<file path="config.mk">
export PLATFORM = sky130hd
export DESIGN_NAME = alu_result_collector
export DESIGN_NICKNAME = d
export VERILOG_FILES = /design/src/rtl/alu_tb_pkg.sv /design/src/rtl/result_fifo.sv /design/src/rtl/alu_result_collector.sv
export SDC_FILE = /design/constraint.sdc
export NUM_CORES = 1
export LEC_CHECK = 0
export ABC_AREA = 1
export BUFFER_PORTS_ARGS = -buffer_cell sky130_fd_sc_hd__buf_2
export CORE_MARGIN = 8
export CORE_UTILIZATION = 40
export CTS_CLUSTER_SIZE = 40
export DETAILED_ROUTE_END_ITERATION = 8
export GPL_ROUTABILITY_DRIVEN = 1
export REMOVE_ABC_BUFFERS = 1
export SLEW_MARGIN = 20
export SYNTH_ARGS = -nofsm -noshare
export SYNTH_HDL_FRONTEND = slang
export SYNTH_SLANG_ARGS = --single-unit
</file>
<file path="constraint.sdc">
create_clock -name CLK -period 3.15 [get_ports CLK]
set_clock_uncertainty 0.2 [all_clocks]
set_input_delay 0.1575 -clock CLK [delete_from_list [all_inputs] [get_ports CLK]]
set_output_delay 0.1575 -clock CLK [all_outputs]
set_load 0.005 [all_outputs]
</file>
<file path="src/rtl/alu_tb_pkg.sv">
// Shared ALU test definitions: result width, CTRL opcodes, and the MISR step
// function used by the collector and its golden model.
package alu_tb_pkg;

  localparam int RES_W = 32;

  localparam logic [3:0] CTRL_AND = 4'b0000;
  localparam logic [3:0] CTRL_OR  = 4'b0001;
  localparam logic [3:0] CTRL_ADD = 4'b0010;
  localparam logic [3:0] CTRL_SUB = 4'b0110;
  localparam logic [3:0] CTRL_SLT = 4'b0111;
  localparam logic [3:0] CTRL_NOR = 4'b1100;

  localparam logic [RES_W-1:0] MISR_POLY_DEFAULT = 32'h04C11DB7;

  // One MISR step: shift left, fold the polynomial on MSB carry-out, then
  // XOR in the result word with the zero flag on bit 0.
  function automatic logic [RES_W-1:0] misr_step(
    input logic [RES_W-1:0] sig,
    input logic [RES_W-1:0] data,
    input logic             zero,
    input logic [RES_W-1:0] poly = MISR_POLY_DEFAULT
  );
    logic [RES_W-1:0] nxt;
    nxt = {sig[RES_W-2:0], 1'b0};
    if (sig[RES_W-1]) nxt = nxt ^ poly;
    nxt = nxt ^ data ^ {{(RES_W-1){1'b0}}, zero};
    return nxt;
  endfunction

endpackage

</file>
<file path="src/rtl/result_fifo.sv">
// Synchronous FIFO with extra-bit pointers for full/empty; no bypass, so a
// pushed entry is visible on rdata_o one cycle later at the earliest.
module result_fifo #(
  parameter int DEPTH = 8,
  parameter int W     = 33
) (
  input  logic         clk_i,
  input  logic         rst_ni,
  input  logic         clear_i,
  input  logic         push_i,
  input  logic         pop_i,
  input  logic [W-1:0] wdata_i,
  output logic [W-1:0] rdata_o,
  output logic         full_o,
  output logic         empty_o
);

  localparam int AW = $clog2(DEPTH);
  localparam logic [AW:0] PTR_ONE = {{AW{1'b0}}, 1'b1};

  logic [AW:0]  wptr_q, wptr_d, rptr_q, rptr_d;
  logic [W-1:0] mem_q [DEPTH];
  logic         do_push, do_pop;

  assign empty_o = (wptr_q == rptr_q);
  assign full_o  = (wptr_q[AW] != rptr_q[AW]) && (wptr_q[AW-1:0] == rptr_q[AW-1:0]);
  assign do_push = push_i && !full_o && !clear_i;
  assign do_pop  = pop_i && !empty_o && !clear_i;
  assign rdata_o = mem_q[rptr_q[AW-1:0]];

  always_comb begin
    wptr_d = wptr_q;
    rptr_d = rptr_q;
    if (clear_i) begin
      wptr_d = '0;
      rptr_d = '0;
    end else begin
      if (do_push) wptr_d = wptr_q + PTR_ONE;
      if (do_pop)  rptr_d = rptr_q + PTR_ONE;
    end
  end

  always_ff @(posedge clk_i or negedge rst_ni) begin
    if (!rst_ni) begin
      wptr_q <= '0;
      rptr_q <= '0;
    end else begin
      wptr_q <= wptr_d;
      rptr_q <= rptr_d;
    end
  end

  // Storage is not reset; the pointers alone define which entries are live.
  always_ff @(posedge clk_i) begin
    if (do_push) mem_q[wptr_q[AW-1:0]] <= wdata_i;
  end

endmodule

</file>
<file path="src/rtl/alu_result_collector.sv">
// Collects ALU results through valid/ready, buffers them for a consumer, and
// keeps a MISR signature plus saturating result/zero counters.
module alu_result_collector
  import alu_tb_pkg::*;
#(
  parameter int               DEPTH = 8,
  parameter int               CNT_W = 16,
  parameter logic [RES_W-1:0] POLY  = MISR_POLY_DEFAULT,
  parameter logic [RES_W-1:0] SEED  = 32'h00000000
) (
  input  logic             CLK,
  input  logic             RST_n,
  input  logic             CLEAR,
  input  logic             IN_VALID,
  output logic             IN_READY,
  input  logic [RES_W-1:0] DATA_IN,
  input  logic             ZERO_IN,
  output logic             OUT_VALID,
  input  logic             OUT_READY,
  output logic [RES_W-1:0] OUT_DATA,
  output logic             OUT_ZERO,
  output logic [RES_W-1:0] SIGNATURE,
  output logic [CNT_W-1:0] RES_COUNT,
  output logic [CNT_W-1:0] ZERO_COUNT,
  output logic             FULL,
  output logic             EMPTY,
  output logic             OVERFLOW
);

  // Handshake: a transfer happens on a rising edge where valid && ready; both
  // ready signals are decoded from FIFO state only, never from the inputs.
  localparam logic [CNT_W-1:0] CNT_ONE = {{(CNT_W-1){1'b0}}, 1'b1};

  logic             push, pop;
  logic [RES_W:0]   head;
  logic [RES_W-1:0] sig_q, sig_d;
  logic [CNT_W-1:0] res_cnt_q, res_cnt_d, zero_cnt_q, zero_cnt_d;
  logic             ovf_q, ovf_d;

  assign push = IN_VALID && !FULL && !CLEAR;
  assign pop  = OUT_READY && !EMPTY && !CLEAR;

  result_fifo #(
    .DEPTH (DEPTH),
    .W     (RES_W + 1)
  ) u_fifo (
    .clk_i   (CLK),
    .rst_ni  (RST_n),
    .clear_i (CLEAR),
    .push_i  (push),
    .pop_i   (pop),
    .wdata_i ({ZERO_IN, DATA_IN}),
    .rdata_o (head),
    .full_o  (FULL),
    .empty_o (EMPTY)
  );

  assign IN_READY   = !FULL;
  assign OUT_VALID  = !EMPTY;
  assign OUT_DATA   = head[RES_W-1:0];
  assign OUT_ZERO   = head[RES_W];
  assign SIGNATURE  = sig_q;
  assign RES_COUNT  = res_cnt_q;
  assign ZERO_COUNT = zero_cnt_q;
  assign OVERFLOW   = ovf_q;

  always_comb begin
    sig_d      = sig_q;
    res_cnt_d  = res_cnt_q;
    zero_cnt_d = zero_cnt_q;
    ovf_d      = ovf_q;
    if (CLEAR) begin
      sig_d      = SEED;
      res_cnt_d  = '0;
      zero_cnt_d = '0;
      ovf_d      = 1'b0;
    end else begin
      if (push) begin
        sig_d = misr_step(sig_q, DATA_IN, ZERO_IN, POLY);
        if (res_cnt_q != '1) res_cnt_d = res_cnt_q + CNT_ONE;
        if (ZERO_IN && (zero_cnt_q != '1)) zero_cnt_d = zero_cnt_q + CNT_ONE;
      end
      // A sample offered while full is dropped; only the sticky flag records it.
      if (IN_VALID && FULL) ovf_d = 1'b1;
    end
  end

  always_ff @(posedge CLK or negedge RST_n) begin
    if (!RST_n) begin
      sig_q      <= SEED;
      res_cnt_q  <= '0;
      zero_cnt_q <= '0;
      ovf_q      <= 1'b0;
    end else begin
      sig_q      <= sig_d;
      res_cnt_q  <= res_cnt_d;
      zero_cnt_q <= zero_cnt_d;
      ovf_q      <= ovf_d;
    end
  end

endmodule

</file>
* Word-level counts from Yosys, hierarchy flattened *
Memory sizes are Yosys's and may differ from the RTL's.
Cells that the tools add are included.

word-level totals
  register bits after elaboration = 73
  bits in writable memories = 264
  input bits = 38
  output and inout bits = 102
  logic and storage cells = 60
  memories = 1

memory list
  memory        depth  width  read ports  clocked after memory_dff  wr ports  RTL line           RTL
  u_fifo.mem_q  8      33     1           0                         1         result_fifo.sv:22  logic [W-1:0] mem_q [DEPTH];

operators by class
  add/sub/neg operators = 4
  equality and inequality tests = 5
  muxes and demuxes = 19
  bitwise gates (word level) = 3
  reduce and logical (&&, ||, !) cells = 22

operators by type and width
  operator                 number
  $mux W32                 4
  $mux W16                 6
  $add A16 B1 Y16 const B  2
  $ne A16 B16 Y1 const B   2
  $xor A32 B1 Y32          1
  $xor A32 B32 Y32         1
  $mux W27                 1
  $mux W4                  4
  $not A14 Y14             1
  $reduce_bool A2 Y1       6
  $logic_and A1 B1 Y1      11
  $add A4 B1 Y4 const B    2
  $eq A4 B4 Y1             1
  $mux W1                  4
  $reduce_and A2 Y1        2
  $eq A3 B3 Y1             1
  $logic_not A1 Y1         3
  $ne A1 B1 Y1             1

* Longest topological paths before layout *
  word-level depth = 11
  gate-level depth with buffers = 11
  depth with buffers taken out = 10

* Modules after synthesis *
From an unflattened synthesis, not the netlist that was laid out.

second synthesis, totals
  cells, all modules = 1304
  area, all modules = 14777.9 µm²

modules (own cells, without submodules)
  module                times used  cells an instance  area each (µm²)  seq. area each (µm²)
  result_fifo           1           836                11098.1          8127.8
  alu_result_collector  1           468                3679.8           1626.6

* Least setup slack after synthesis *
No wires, ideal clock.

  path kind = reg2reg
  start = register u_fifo.rptr_q[0]
  end = memory u_fifo.mem_q[0][0] (enable)
  setup time = 0.423 ns
  arrival = 2.591 ns
  data required time = 2.527 ns
  setup slack = -0.063 ns
  stages on the path, launching flop included = 11
  path buffers = 2
  clock period less this slack = 3.213 ns
  cells stage by stage = dfrtp_1 buf_6 inv_4 nand2_1 nand2_2 nand4_4 nand3_2 buf_4 inv_1 nand2_2 nor2_1

between the ends
  cells in the longest elaborated chain, start to end = 9

ends and longest elaborated chain
  element                                RTL line                    RTL
  from (decl)                            result_fifo.sv:21           logic [AW:0] wptr_q, wptr_d, rptr_q, rptr_d;
  from (signal assigned)                 result_fifo.sv:49           rptr_q <= rptr_d;
  $eq A3 B3 Y1 (*)                       result_fifo.sv:26           assign full_o = (wptr_q[AW] != rptr_q[AW]) && (wptr_q[AW-1:0] == rptr_q[AW-1:0]);
  $logic_and A1 B1 Y1 (*)                result_fifo.sv:26
  $logic_not A1 Y1 (*)                   n/a
  named net IN_READY                     alu_result_collector.sv:15  output logic IN_READY,
  $logic_and A1 B1 Y1 (2 in series)      alu_result_collector.sv:40  assign push = IN_VALID && !FULL && !CLEAR;
  $logic_and A1 B1 Y1 (*) (2 in series)  result_fifo.sv:27           assign do_push = push_i && !full_o && !clear_i;
  $mux W1 (*)                            result_fifo.sv:55           if (do_push) mem_q[wptr_q[AW-1:0]] <= wdata_i;
  $mux W1 (implied by the code) (*)      result_fifo.sv:55
  to (decl)                              result_fifo.sv:22

Mark *: on every way through the listed nets, which the timed path passes. The rest lies on a longest branch.

* Worst setup path in the final report *
  start = register u_fifo.rptr_q[2]
  end = output OUT_DATA[7]

between the ends
  cells in the longest elaborated chain, start to end = 1

ends and longest elaborated chain
  element         RTL line                    RTL
  $mem_v2 Z8 W33  n/a
  to (decl)       alu_result_collector.sv:20  output logic [RES_W-1:0] OUT_DATA,

No other way between the ends.

==> flow_summary.yaml <==
critical_path:
  crit_end: "OUT_DATA[7]"
  worstSetupStartpoint: "u_fifo.rptr_q[2]$_DFFE_PN0P_"
  reg2reg_depth: 8
  path_class: "register to output pin"
  endpoint_kind: "output pin"
  required_ns: 2.79
  crit_arrival_ns: 2.44
  r2r_slack_ns: 0.70
  cp_max_fo: 38
  setup.worst_path.start_class: "register"
  rr_startpoint: "u_fifo.wptr_q[0]$_DFFE_PN0P_"
  r2r_end: "u_fifo.mem_q[3][22]$_DFFE_PP_"
timing:
  slew_viol_final: 0
  period_share_pct: 88.9
  worst_slew_pin_slew_ns: 0.922
  slew-limit-headroom_pct: 38.5
  finalCriticalPeriod_ns: 2.80
  rsz0062_at_grt: "no"
  fin_setup_tns_ns: 0
  setup_violations: 0
  holdWs_ns: -0.0261
  finalHoldViolCount: 31
  fmax_mhz: 357
cts:
  cts_buffers: 37
  clkTransAtPathRegs_ns: 0.06
  cts_buffer_depth: 3
  cts_tree: "built"
  clock_latency_ns: 0.52
  cts_num_sinks: 337
  cts_max_level: 2
  clock-root-buffer: "clkbuf_16"
  post_cts_buffers: 0
floorplan:
  die_w_um: 206
  dieHeight_um: 206
  io_pins: 140
  initial_core_util_pct: 40.6
  fp-row-count: 69
  core_um2: 35600
  dieArea_um2: 42400
layout:
  final_layout_size_suffix_gt1_share_pct: 16.9
  diodes: 0
  num-nets-final: 1519
  layout_common_cells: "edfxtp_1 (264), nand2_1 (240), nor2_1 (171), o21ai_0 (152), buf_2 (138)"
  area_growth_pct: 19.7
  final_common_cell: "edfxtp_1"
detailed_routing:
  routed_via_density: 5.20
  vias: 10200
  drt-initial-drc-count: 702
  drt-total-wl_um: 37600
  postRouteAntennaNets: 0
  drc_errors: 0
  wl_per_cell_um: 19.1
  drtPass1Iterations: 6
placement:
  hpwl_um: 21700
  io_buffer_count: 139
  globalplace.congestion: 0.823
global_route:
  grt_first_pass_wirelength_um: 58100
  track_usage_pct: 17.4
  antenna_found_initial: 1
  grt_pass1_vias: 10200
  grt_max_degree: 134
  globalRouteOverflowTotal: 0
logic_synthesis:
  syn_inst: 1302
  ys_ff_latch: 337
  ys_types: 32
  seq_area_frac_synth_pct: 67.6
  mappedNetlistArea_um2: 14400
  avgSynthCellArea_um2: 11.1
  yosysWarnings: 0
status:
  status: "complete, but fails checks"
  violations: "negative hold slack"
power_and_ir_drop:
  p_leak_nw: 6.80
  p_total_mw: 11.7
  irDropWorstVdd_mv: 0.362
  power_density_nw_per_um2: 678
flow_run:
  max_cap_viol_count: 0
worst_hold_path:
  hp-class: "input pin to async pin"
[area by class of cell]
type	instances	area, um2
well taps	461	577
flip-flops and latches	337	9760
inverters	51	194
fillers	3234	18300
repair buffers	208	1370
multi-input cells	842	4220
clock inverters	23	210
clock buffers	44	952
[critical path, cell delays in order, from the launching register on]
cell	delay [ns]
dfrtp_2	0.38
buf_4	0.52
inv_1	0.40
buf_12	0.28
nand2_1	0.08
nand2_1	0.10
buf_2	0.15
[metal layers]
layer / vias to the layer above / track usage [%] / share of wire [%]
met5: - / 0 / 0.032
met4: 2 / 4.08 / 1.6
met3: 50 / 3.26 / 6.6
met2: 327 / 28.3 / 46
met1: 4962 / 24.1 / 46
li1: 4883 / - / -
[worst min path at each step]
stage / from / slack, ns / depth (start not counted) / endpoint
4_1_cts: RST_n / 0.003 / 2 / ZERO_COUNT[5]$_DFFE_PN0P_
6_report: RST_n / -0.03 / 2 / ZERO_COUNT[0]$_DFFE_PN0P_
5_1_grt: RST_n / 0.02 / 2 / ZERO_COUNT[0]$_DFFE_PN0P_
2_1_floorplan: RST_n / -0.34 / 0 / OVERFLOW$_DFFE_PN0P_
3_5_place_dp: RST_n / -0.01 / 1 / ZERO_COUNT[5]$_DFFE_PN0P_
3_3_place_gp: RST_n / -0.02 / 1 / ZERO_COUNT[0]$_DFFE_PN0P_
[per-stage QoR]
stage	util, %	instance area [um2]	instances	setup WS [ns]
after floorplan	-	14100	1230	-3.09
after global placement	44.3	15700	1861	0.764
after detailed placement	44.3	15700	1861	0.712
after CTS	48.6	17300	1966	0.308
after global routing	48.6	17300	1966	0.201
final	48.6	17300	1966	0.349
[state kept, by name (all words and copies together), names as in the netlist]
register / flops
OVERFLOW: 1
RES_COUNT: 16
SIGNATURE: 32
ZERO_COUNT: 16
u_fifo.mem_q: 264
u_fifo.rptr_q: 4
u_fifo.wptr_q: 4
[what timing repair did]
item	4_1_cts	5_1_grt
gates resized for setup	0	0
hold buffers	38	0
endpoints found under the hold margin	378	0
[synth_stat cells]
library cell / number / area share (%)
edfxtp_1: 264 / 55
nand2_1: 240 / 6.2
nor2_1: 176 / 4.6
o21ai_0: 152 / 5.3
nand3_1: 88 / 3.1
dfrtp_1: 73 / 13
o22ai_1: 66 / 2.9
inv_1: 47 / 1.2
clkbuf_1: 46 / 1.2
xnor2_1: 36 / 2.2
xor2_1: 31 / 1.9
o21ai_1: 17 / 0.59
buf_2: 12 / 0.42
nand4_1: 8 / 0.35
buf_1: 7 / 0.18
buf_6: 4 / 0.31
ha_1: 4 / 0.35
nor3_1: 4 / 0.14
buf_4: 3 / 0.16
inv_2: 3 / 0.078
nand2_4: 3 / 0.23
nor2_2: 3 / 0.13
nor3_2: 3 / 0.21
nand2_2: 2 / 0.087
nand3_2: 2 / 0.14
o21bai_1: 2 / 0.10
a21oi_1: 1 / 0.035
inv_4: 1 / 0.043
nand3b_1: 1 / 0.052
nand4_4: 1 / 0.15
nor2_4: 1 / 0.078
xnor2_2: 1 / 0.11
[where the power goes]
group | switching (mW) | internal [mW]
logic | 1.65 | 0.866
registers | 0.0874 | 4.92
clock network | 1.76 | 2.42
total | 3.50 | 8.21
[cells by family after synthesis]
| kind of cell | share of synthesized area [%] |
|---|---|
| buffers and inverters | 3.61 |
| and+or+nand+nor | 15.4 |
| AOI/OAI and AO/OA | 8.86 |
| adders and majority gates | 0.347 |
| DFF | 67.6 |
| xor gates and xnor gates | 4.18 |
Power figures use the tool's default switching activity.
